## src/rtl/sqrt_rr_sched_if.sv

```systemverilog
`default_nettype none
// ---------------------------------------------------------------------------
// Module      : sqrt_rr_sched_if
// Description : Requester bus and sqrt-engine control bundle for the
//               round-robin sqrt scheduler. The scheduler takes the slave
//               view; requesters and the engine together take the master view.
// Revision    : 1.0 - initial release
// ---------------------------------------------------------------------------
interface sqrt_rr_sched_if #(
  parameter int NREQ = 4,
  parameter int DW   = 16,
  parameter int RW   = 8
);
  // requester side
  logic [NREQ-1:0]    req;
  logic [NREQ*DW-1:0] req_a;
  logic [NREQ-1:0]    ack;
  logic [RW-1:0]      rsp_data;
  logic               rsp_err;
  logic               busy;
  // engine side
  logic               eng_clr;
  logic               eng_go;
  logic [DW-1:0]      eng_a;
  logic               eng_done;
  logic [RW-1:0]      eng_result;

  modport slave (
    input  req, req_a, eng_done, eng_result,
    output ack, rsp_data, rsp_err, busy, eng_clr, eng_go, eng_a
  );

  modport master (
    output req, req_a, eng_done, eng_result,
    input  ack, rsp_data, rsp_err, busy, eng_clr, eng_go, eng_a
  );
endinterface
`default_nettype wire

```

## src/rtl/sqrt_rr_sched.sv

```systemverilog
`default_nettype none
// ---------------------------------------------------------------------------
// Module      : sqrt_rr_sched
// Description : Round-robin scheduler sharing one iterative square-root
//               engine among NREQ requesters. Clears and launches the engine,
//               waits for its done level (with timeout), then returns the
//               root to the granted requester with a one-cycle ack.
// Revision    : 1.0 - initial release
// ---------------------------------------------------------------------------
module sqrt_rr_sched #(
  parameter int NREQ    = 4,
  parameter int DW      = 16,
  parameter int RW      = 8,
  parameter int TOW     = 10,
  parameter int TIMEOUT = 1023
) (
  input  logic             clk,
  input  logic             clr,
  sqrt_rr_sched_if.slave   bus
);

  localparam int IW = (NREQ > 1) ? $clog2(NREQ) : 1;
  localparam logic [IW:0] NREQ_W = (IW+1)'(NREQ);

  typedef enum logic [2:0] {
    IDLE   = 3'd0,
    CLRE   = 3'd1,
    LAUNCH = 3'd2,
    WAIT   = 3'd3,
    RESP   = 3'd4
  } state_t;

  state_t           state_q;
  logic [IW-1:0]    last_gnt_q;
  logic [IW-1:0]    gnt_id_q;
  logic [TOW-1:0]   cnt_q;
  logic [NREQ-1:0]  ack_q;
  logic [RW-1:0]    rsp_data_q;
  logic             rsp_err_q;
  logic             busy_q;
  logic             eng_clr_q;
  logic             eng_go_q;
  logic [DW-1:0]    eng_a_q;

  logic             gnt_vld_d;
  logic [IW-1:0]    gnt_id_d;
  logic [IW:0]      cand;
  logic [DW-1:0]    op_d;
  logic [TOW-1:0]   cnt_inc;
  logic             timeout_hit;

  // The counter value this WAIT cycle will be after incrementing; the job
  // times out when that reaches TIMEOUT, so WAIT lasts TIMEOUT cycles.
  assign cnt_inc     = cnt_q + TOW'(1);
  assign timeout_hit = (cnt_inc == TOW'(TIMEOUT));

  // Round-robin pick: first pending requester after last_gnt, with wrap.
  // Scanning from the farthest candidate down lets the nearest one win.
  always_comb begin
    gnt_vld_d = 1'b0;
    gnt_id_d  = '0;
    cand      = '0;
    for (int k = NREQ; k >= 1; k--) begin
      cand = {1'b0, last_gnt_q} + (IW+1)'(k);
      if (cand >= NREQ_W) cand = cand - NREQ_W;
      if (bus.req[cand[IW-1:0]]) begin
        gnt_vld_d = 1'b1;
        gnt_id_d  = cand[IW-1:0];
      end
    end
  end

  // Select the granted requester's operand for latching into eng_a.
  always_comb begin
    op_d = '0;
    for (int i = 0; i < NREQ; i++) begin
      if (gnt_id_d == IW'(i)) op_d = bus.req_a[i*DW +: DW];
    end
  end

  // Control FSM with all outputs registered; clr aborts any job at once.
  always_ff @(posedge clk or posedge clr) begin
    if (clr) begin
      state_q    <= IDLE;
      last_gnt_q <= IW'(NREQ-1);
      gnt_id_q   <= '0;
      cnt_q      <= '0;
      ack_q      <= '0;
      rsp_data_q <= '0;
      rsp_err_q  <= 1'b0;
      busy_q     <= 1'b0;
      eng_clr_q  <= 1'b0;
      eng_go_q   <= 1'b0;
      eng_a_q    <= '0;
    end else begin
      ack_q     <= '0;
      eng_clr_q <= 1'b0;
      eng_go_q  <= 1'b0;
      case (state_q)
        IDLE: begin
          if (gnt_vld_d) begin
            gnt_id_q   <= gnt_id_d;
            last_gnt_q <= gnt_id_d;
            eng_a_q    <= op_d;
            eng_clr_q  <= 1'b1;
            busy_q     <= 1'b1;
            state_q    <= CLRE;
          end
        end
        CLRE: begin
          eng_go_q <= 1'b1;
          state_q  <= LAUNCH;
        end
        LAUNCH: begin
          cnt_q   <= '0;
          state_q <= WAIT;
        end
        WAIT: begin
          cnt_q <= cnt_inc;
          if (bus.eng_done) begin
            rsp_data_q <= bus.eng_result;
            rsp_err_q  <= 1'b0;
            ack_q      <= NREQ'(1) << gnt_id_q;
            state_q    <= RESP;
          end else if (timeout_hit) begin
            rsp_data_q <= '0;
            rsp_err_q  <= 1'b1;
            ack_q      <= NREQ'(1) << gnt_id_q;
            state_q    <= RESP;
          end
        end
        RESP: begin
          busy_q  <= 1'b0;
          state_q <= IDLE;
        end
        default: begin
          busy_q  <= 1'b0;
          state_q <= IDLE;
        end
      endcase
    end
  end

  assign bus.ack      = ack_q;
  assign bus.rsp_data = rsp_data_q;
  assign bus.rsp_err  = rsp_err_q;
  assign bus.busy     = busy_q;
  assign bus.eng_clr  = eng_clr_q;
  assign bus.eng_go   = eng_go_q;
  assign bus.eng_a    = eng_a_q;

endmodule
`default_nettype wire

```

## src/flat_wrapper.sv

```systemverilog
// flat-port wrapper written by rule: the top's interface ports become plain ports
module sqrt_rr_sched_flat 
#(
  parameter int NREQ    = 4,
  parameter int DW      = 16,
  parameter int RW      = 8,
  parameter int TOW     = 10,
  parameter int TIMEOUT = 1023
)
  (clk, clr, bus_req, bus_req_a, bus_eng_done, bus_eng_result, bus_ack, bus_rsp_data, bus_rsp_err, bus_busy, bus_eng_clr, bus_eng_go, bus_eng_a);
  sqrt_rr_sched_if #(.NREQ(NREQ), .DW(DW), .RW(RW)) bus_i ();
  input  logic clk;
  input  logic clr;
  input wire logic [$bits(bus_i.req)-1:0] bus_req;
  input wire logic [$bits(bus_i.req_a)-1:0] bus_req_a;
  input wire logic [$bits(bus_i.eng_done)-1:0] bus_eng_done;
  input wire logic [$bits(bus_i.eng_result)-1:0] bus_eng_result;
  output wire logic [$bits(bus_i.ack)-1:0] bus_ack;
  output wire logic [$bits(bus_i.rsp_data)-1:0] bus_rsp_data;
  output wire logic [$bits(bus_i.rsp_err)-1:0] bus_rsp_err;
  output wire logic [$bits(bus_i.busy)-1:0] bus_busy;
  output wire logic [$bits(bus_i.eng_clr)-1:0] bus_eng_clr;
  output wire logic [$bits(bus_i.eng_go)-1:0] bus_eng_go;
  output wire logic [$bits(bus_i.eng_a)-1:0] bus_eng_a;
  assign bus_i.req = bus_req;
  assign bus_i.req_a = bus_req_a;
  assign bus_i.eng_done = bus_eng_done;
  assign bus_i.eng_result = bus_eng_result;
  assign bus_ack = bus_i.ack;
  assign bus_rsp_data = bus_i.rsp_data;
  assign bus_rsp_err = bus_i.rsp_err;
  assign bus_busy = bus_i.busy;
  assign bus_eng_clr = bus_i.eng_clr;
  assign bus_eng_go = bus_i.eng_go;
  assign bus_eng_a = bus_i.eng_a;
  sqrt_rr_sched #(.NREQ(NREQ), .DW(DW), .RW(RW), .TOW(TOW), .TIMEOUT(TIMEOUT)) u_core (.clk(clk), .clr(clr), .bus(bus_i));
endmodule
```

## config.mk

```make
export PLATFORM = sky130hd
export DESIGN_NAME = sqrt_rr_sched_flat
export DESIGN_NICKNAME = d
export VERILOG_FILES = /design/src/rtl/sqrt_rr_sched_if.sv /design/src/rtl/sqrt_rr_sched.sv /design/src/flat_wrapper.sv
export SDC_FILE = /design/constraint.sdc
export NUM_CORES = 1
export LEC_CHECK = 0
export ABC_CLOCK_PERIOD_IN_PS = 4700
export CORE_MARGIN = 2
export CORE_UTILIZATION = 46
export CTS_CLUSTER_DIAMETER = 40
export DETAILED_ROUTE_END_ITERATION = 10
export GPL_TIMING_DRIVEN = 0
export PLACE_DENSITY = 0.95
export SLEW_MARGIN = 10
export SYNTH_ARGS = -nofsm -noshare
export SYNTH_HDL_FRONTEND = slang
export SYNTH_SLANG_ARGS = --single-unit
```

## constraint.sdc

```tcl
create_clock -name clk -period 4.7 [get_ports clk]
set_clock_uncertainty 0.15 [all_clocks]
set_input_delay 0.94 -clock clk [delete_from_list [all_inputs] [get_ports clk]]
set_output_delay 0.94 -clock clk [all_outputs]
set_load 0.01 [all_outputs]
```

==> summary.txt, run 1 <==
Status
  – Status: finished, final reports clean

Floorplanning
  – # rows: 27
  – CORE AREA: 5470 um^2
  – Die H: 78.9 um
  – Starting Density: between 40 and 50%
  – Die width: 78.9 um
  – Die area: slightly above 6000 um^2
  – IO Pins: approximately 110

Clocking
  – CTS tree: yes
  – TritonCTS buffer count: 5
  – Post_cts resized: 0
  – Clock Pin Slew Worst Setup and Hold Paths: 90 ps
  – Root Buffer: clkbuf_8
  – Htree depth: 2
  – Cts hold-fix bufs: 0
  – Clock Sinks: approximately 50
  – Clk_lat worst skew: 310 ps
  – Post-CTS Setup Bufs: 0
  – Max clock buf depth: 2

Timing
  – Final Setup Violations: 0
  – RSZ-0062 raised after global routing: false
  – Slew HR: 64.4%
  – Peak Freq: 355 MHz
  – Fin. max-slew vios: 0
  – Setup TNS Final: 0 ps
  – Hold_ws: between 300 and 400 ps
  – Least-Margin Pin Slew: 533 ps
  – Final min period: roughly 2800 ps
  – Final hold viol count: 0
  – Post-route clock period utilization: 59.9%

Worst setup path
  – CP max FO: 10
  – Crit path DAT: 2900 ps
  – CP Capture Type: flop
  – WS Path Type: input port to flop
  – Worst EP required: 4790 ps
  – CP Launch Type: input port
  – Reg2Reg Depth: 6

Min path
  – Worst Hold Class: flop to flop
  – Hold Path Depth: 1

Drt
  – Drt pass-1 iters: 4
  – DR vias: approximately 2,600
  – Top sig layer: met4
  – Met1 WL: ~2.8 mm
  – Met2 wire length: 3.91 mm
  – WL met3: 529 um
  – ANT nets after route: 0
  – Initial DRC count: 204
  – DRC: 0
  – DRT Wirelength: 7.42 mm
  – Vias per cell: 5.54
  – Routed wire per std cell: 15.6 um

Yosys
  – Sequential-to-total area share from yosys stat: 47.6%
  – Asr flop ratio synth: 100%
  – Syn_area_per_cell: ~9.1 um^2
  – Synth area leaders: dfrtp_1, nand2_1, o221ai_1
  – Synth cell count leaders: nand2_1, dfrtp_1, and3_1
  – Top-count cell post-synth: nand2_1
  – Post-synthesis cell area: between 2000 and 3000 um^2
  – #FFs+latches synth: 49
  – Post-synth EDFFs: 0
  – Area leader, netlist: dfrtp_1
  – Cell count after synthesis: 284
  – Post-synth top area share: 45.5%
  – Cell variety after synth: 46
  – Yosys warning count: 0
  – Prevailing post-synth register cell: dfrtp_1
  – Syn Nets: 365

Placed design
  – Placer Congestion: 0.852
  – Port bufs: 110
  – Half-perimeter wire length after detailed placement: 5.73 mm
  – Dpl cell area: ~3800 um^2

Final layout
  – Layout cell share with drive strength beyond 1: 8.19%
  – Area delta synth->final: 50.2%
  – # diodes: 0
  – Fillers: 452
  – Layout Utilization: approximately 70%
  – Nets: about 480
  – Final Instance Area: 3880 um^2

Power
  – PD cells: 515 nW/um^2
  – VDD IR max: 0.227 mV
  – Leakage: 0.00168 uW

Global route
  – Largest net degree at the start of global routing: 36
  – Initial antenna violation count: 0
  – Total global routing track utilization: between 20% and 30%
  – Vias in the first global route: 2,684
  – GRT Residual Overflow: 0
  – Global-route wire length before repair: roughly 12 mm

Flow run
  – Max Cap Viol: 0
-- critical path, cell delays in order --
cell and delay, ps:
clkdlybuf4s50_1 630, nand2b_1 120, a221oi_1 280, nand2b_1 140, clkbuf_2 200, buf_2 260
o221ai_1 190, o21ai_1 140
-- worst paths after layout --
path / start / end / slack, ps
setup reg to reg: u_core.last_gnt_q[0] / u_core.bus.eng_a[0] / 2460
hold reg to reg: u_core.cnt_q[9] / u_core.cnt_q[9] / 340
min in group asynchronous: clr / u_core.bus.ack[1] / 770
max in group asynchronous: clr / u_core.last_gnt_q[0] / 3080
setup / recovery: bus_req[1] / u_core.bus.eng_a[2] / 1890
hold / removal: u_core.cnt_q[9] / u_core.cnt_q[9] / 340
-- registers in the layout, indices dropped and copies added, names as in the netlist --
register,cells
u_core.bus.eng_clr,1
u_core.cnt_q,10
u_core.bus.rsp_data,8
u_core.bus.ack,4
u_core.bus.eng_go,1
u_core.gnt_id_q,2
u_core.bus.eng_a,16
u_core.bus.busy,1
u_core.state_q,3
u_core.last_gnt_q,2
u_core.bus.rsp_err,1
-- routing by layer --
layer | global-route usage, % | up-vias
li1 | - | 1246
met1 | 28.4 | 1254
met2 | 46.1 | 116
met3 | 6.59 | 17
met4 | 9.66 | 0
met5 | 0 | -
-- cell type report --
| class | count | area, um^2 | area share (%) |
|---|---|---|---|
| buffer | 18 | 108 | 2.77 |
| clock buffer | 5 | 68.8 | 1.77 |
| clock inverter | 3 | 17.5 | 0.451 |
| inverter | 9 | 35.0 | 0.903 |
| multi-input combinational | 208 | 1210 | 31.2 |
| sequential | 49 | 1230 | 31.7 |
| tap | 72 | 90.1 | 2.32 |
| timing repair buffer | 111 | 1120 | 28.9 |
-- where the power goes --
part	internal, uW	switching [uW]	leakage, uW
sequential	589	107	0.000619
combinational	528	530	0.00102
clock	103	143	0.0000439
total	1220	780	0.00168
-- per-stage QoR --
stage / instances / total power (uW) / worst slack (ps)
floorplan: 284 / 1290 / 2390
global placement: 466 / 1710 / 1520
detailed placement: 467 / 1760 / 1600
CTS: 475 / 2010 / 1910
global route: 475 / 2160 / 1720
finish: 475 / 2000 / 1890
-- layout by cell type, fill, tap and decap left out, drive strengths merged, types with 2 or more instances in the layout --
master / Yosys / layout
clkdlybuf4s50: 0 / 110
nand2: 61 / 61
dfrtp: 47 / 47
o21ai: 28 / 28
and3: 21 / 21
o221ai: 16 / 16
nor2: 15 / 15
buf: 12 / 13
clkbuf: 6 / 11
a22o: 8 / 8
a21oi: 7 / 7
inv: 7 / 7
nor3: 6 / 6
nand3: 6 / 6
nand2b: 5 / 5
nor2b: 4 / 4
mux2i: 4 / 4
clkinv: 2 / 4
a31oi: 3 / 3
nor3b: 3 / 3
xnor2: 2 / 2
o31ai: 2 / 2
ha: 2 / 2
dfstp: 2 / 2
or2: 2 / 2
-- logic make-up after synthesis --
logic type / after synthesis / synth area share, %
adders and majority gates: 2 / 0.969
AOI/OAI and AO/OA: 74 / 20.4
DFF: 49 / 47.6
buffers and inverters: 27 / 5.52
xor gates and xnor gates: 2 / 0.678
muxes: 4 / 1.55
and+or+nand+nor: 126 / 23.3
Note: power is estimated with default switching activity, not from simulation.
==> run 2, diff against run 1 <==
--- a/config.mk
+++ b/config.mk
@@ -5,13 +5,13 @@
 export SDC_FILE = /design/constraint.sdc
 export NUM_CORES = 1
 export LEC_CHECK = 0
-export ABC_CLOCK_PERIOD_IN_PS = 4700
+export ABC_CLOCK_PERIOD_IN_PS = 2600
 export CORE_MARGIN = 2
-export CORE_UTILIZATION = 46
+export CORE_UTILIZATION = 43
 export CTS_CLUSTER_DIAMETER = 40
 export DETAILED_ROUTE_END_ITERATION = 10
 export GPL_TIMING_DRIVEN = 0
-export PLACE_DENSITY = 0.95
+export PLACE_DENSITY = 0.91
 export SLEW_MARGIN = 10
 export SYNTH_ARGS = -nofsm -noshare
 export SYNTH_HDL_FRONTEND = slang
==> constraint.sdc (replaced) <==
create_clock -name clk -period 2.6 [get_ports clk]
set_clock_uncertainty 0.15 [all_clocks]
set_input_delay 0.52 -clock clk [delete_from_list [all_inputs] [get_ports clk]]
set_output_delay 0.52 -clock clk [all_outputs]
set_load 0.01 [all_outputs]
==> run 2 against run 1 <==
  * Critical path depth stayed put
  * Sequential power increased by 80%
  * Setup slack got worse by 1600 ps
  * Clock power grew 120%
  * Register-to-register slack worse by 2100 ps
  * Critical endpoint is now u_core.bus.eng_a[8]
  * Largest cell class unchanged
  * Highest routed layer unchanged
==> summary.txt, run 2 (synthesis results as in run 1) <==
Status
  – Status: finished, final reports clean (unchanged)

Clocking
  – Cts hold-fix bufs: 0 (unchanged)
  – Max clock buf depth: 2 (unchanged)
  – CTS tree: yes (unchanged)
  – Htree depth: 2 (unchanged)
  – Clock Sinks: 49 (unchanged)
  – Root Buffer: clkbuf_8 (unchanged)
  – Clock Pin Slew Worst Setup and Hold Paths: 90 ps (about the same)
  – Post_cts resized: 0 (unchanged)
  – TritonCTS buffer count: 5 (unchanged)
  – Post-CTS Setup Bufs: 0 (unchanged)
  – Clk_lat worst skew: 310 ps (about the same)

Worst setup path
  – R2R Path Start: u_core.last_gnt_q[0] (unchanged)
  – Critical Path Max Stage Delay: 640 ps (was 630 ps)
  – WS Path Type: input port to flop (unchanged)
  – Crit-path most repeated cell: nand2b_1 (unchanged)
  – CP Launch Type: input port (unchanged)
  – Reg2Reg Depth: 6 (unchanged)
  – Slowest stage cell on the critical path: clkdlybuf4s50_1 (unchanged)
  – CP Capture Type: flop (unchanged)
  – Worst EP required: 2680 ps (was 4790 ps)
  – CP Cell Sequence: clkdlybuf4s50_1 -> nand2b_1 -> a221oi_1 -> nand2b_1 -> clkbuf_2 -> buf_2 -> o221ai_1 -> o21ai_1 (unchanged)
  – R2r setup slk: 390 ps (was 2460 ps)
  – CP max FO: 10 (unchanged)
  – RR Endpoint: u_core.bus.eng_a[5] (was u_core.bus.eng_a[0])
  – Crit path DAT: 2430 ps (was 2900 ps)

Flow run
  – Max Cap Viol: 0 (unchanged)

Drt
  – DRC: 0 (unchanged)
  – Routed wire per std cell: 15.1 um (was 15.6 um)
  – Vias per cell: 5.49 (was 5.54)
  – DRT Wirelength: 7.21 mm (was 7.42 mm)
  – Drt pass-1 iters: 4 (unchanged)
  – Initial DRC count: 75 (was 204)
  – DR vias: 2,623 (was 2,633)
  – ANT nets after route: 0 (unchanged)

Timing
  – Least-Margin Pin Slew: 519 ps (was 533 ps)
  – Final hold viol count: 0 (unchanged)
  – Final min period: around 2400 ps
  – Peak Freq: approximately 430 MHz
  – Post-route clock period utilization: 90.5%
  – Final Setup Violations: 0 (unchanged)
  – Setup TNS Final: 0 ps (unchanged)
  – Fin. max-slew vios: 0 (unchanged)
  – RSZ-0062 raised after global routing: false (unchanged)
  – Slew HR: 65.3% (was 64.4%)

Power
  – VDD IR max: 0.471 mV (was 0.227 mV)
  – PD cells: 948 nW/um^2 (was 515 nW/um^2)
  – Leakage: 0.00170 uW (was 0.00168 uW)
  – Final Power: 3710 uW (was 2000 uW)

Global route
  – Met1 track demand over resource: 23.6% (was 28.4%)
  – Total global routing track utilization: 22.4% (was 25.3%)
  – Global-route wire length before repair: 11.3 mm (was 12.3 mm)
  – GRT Residual Overflow: 0 (unchanged)
  – Initial antenna violation count: 0 (unchanged)
  – Met2 usage: 41.3% (was 46.1%)
  – GR Util met3: 7.58% (was 6.59%)
  – Grt peak-use layer: met2 (unchanged)
  – Largest net degree at the start of global routing: 28 (was 36)
  – Vias in the first global route: 2,480 (was 2,684)

Placed design
  – Half-perimeter wire length after detailed placement: 5.44 mm (was 5.73 mm)
  – Placer Congestion: 0.831 (was 0.852)
  – Dpl cells: 470 (was 467)
  – Port bufs: 110 (unchanged)

Final layout
  – Nets: 483 (unchanged)
  – # diodes: 0 (unchanged)
  – Max reg flops: 16 (unchanged)
  – Finished Layout Cells: 478 (was 475)
  – Area delta synth->final: 51.4% (was 50.2%)
  – Most common cell after layout, fill and taps aside: clkdlybuf4s50_1 (unchanged)
  – Layout cell share with drive strength beyond 1: 8.19% (unchanged)
  – Fillers: 481 (was 452)
  – Most frequent cells in the layout: clkdlybuf4s50_1, nand2_1, dfrtp_1 (unchanged)

Min path
  – Hold path start: u_core.cnt_q[9] (unchanged)
  – Hold EP: u_core.cnt_q[9] (unchanged)
  – Hold Path Depth: 1 (unchanged)
  – Worst Hold Class: flop to flop (unchanged)

Floorplanning
  – CORE AREA: 5850 um^2 (was 5470 um^2)
  – # rows: 28 (was 27)
  – Die area: 6640 um^2 (was 6230 um^2)
  – IO Pins: 111 (unchanged)
  – Die H: 81.5 um (was 78.9 um)
  – Starting Density: 44.1% (was 47.2%)
  – Die width: 81.5 um (was 78.9 um)
==> run 2: changes by cell type in the layout (fill, tap and decap cells not counted), sizes merged <==
cell / previous run / this run
clkinvlp: 1 / 0
inv: 7 / 8
clkinv: 4 / 3
bufinv: 0 / 1
==> run 2: worst max-delay path, delay by kind of cell <==
family                 cells  cell delay, ps
buffers and inverters      3            1110
AND/OR/NAND/NOR            2             250
AO/OA/AOI/OAI              3             550
==> run 2: worst max path at each step <==
stage	from	to	slack, ps
6_report	bus_req[1]	u_core.bus.eng_a[8]	250
5_1_grt	bus_req[3]	u_core.bus.eng_a[1]	110
3_3_place_gp	clr	u_core.bus.eng_a[11]	-190
4_1_cts	bus_req[1]	u_core.bus.eng_a[9]	270
2_1_floorplan	u_core.last_gnt_q[1]	u_core.bus.eng_a[0]	680
3_5_place_dp	bus_req[1]	u_core.bus.eng_a[6]	-50
==> run 2: power breakdown <==
part	internal [uW]	switching (uW)	total [uW]
Clock	289	265	553
Sequential	1060	191	1250
Combinational	953	945	1900
Total	2300	1400	3710
==> run 2: layout make-up <==
type,instances,area (um^2),area share [%]
well taps,75,93.8,2.40
clock buffers,5,68.8,1.76
repair buffers,111,1120,28.7
clock inverters,3,43.8,1.12
multi-input cells,208,1210,31.0
plain buffers,18,108,2.75
flip-flops and latches,49,1230,31.4
inverters,9,35.0,0.896
==> run 2: routing by layer <==
| metal | vias to the layer above | part of all wire, % |
|---|---|---|
| li1 | 1250 | - |
| met1 | 1259 | 38 |
| met2 | 107 | 52 |
| met3 | 7 | 8.5 |
| met4 | 0 | 1.2 |
| met5 | - | 0 |
==> run 2: per-stage QoR <==
step	instance area [um^2]	utilization [%]	setup WS, ps	hold WS (ps)
2_1_floorplan	2580	-	680	290
4_1_cts	3910	66.8	270	335
3_3_place_gp	3780	64.6	-192	315
5_1_grt	3910	66.8	106	360
6_report	3910	66.8	248	336
3_5_place_dp	3800	64.9	-48.3	320
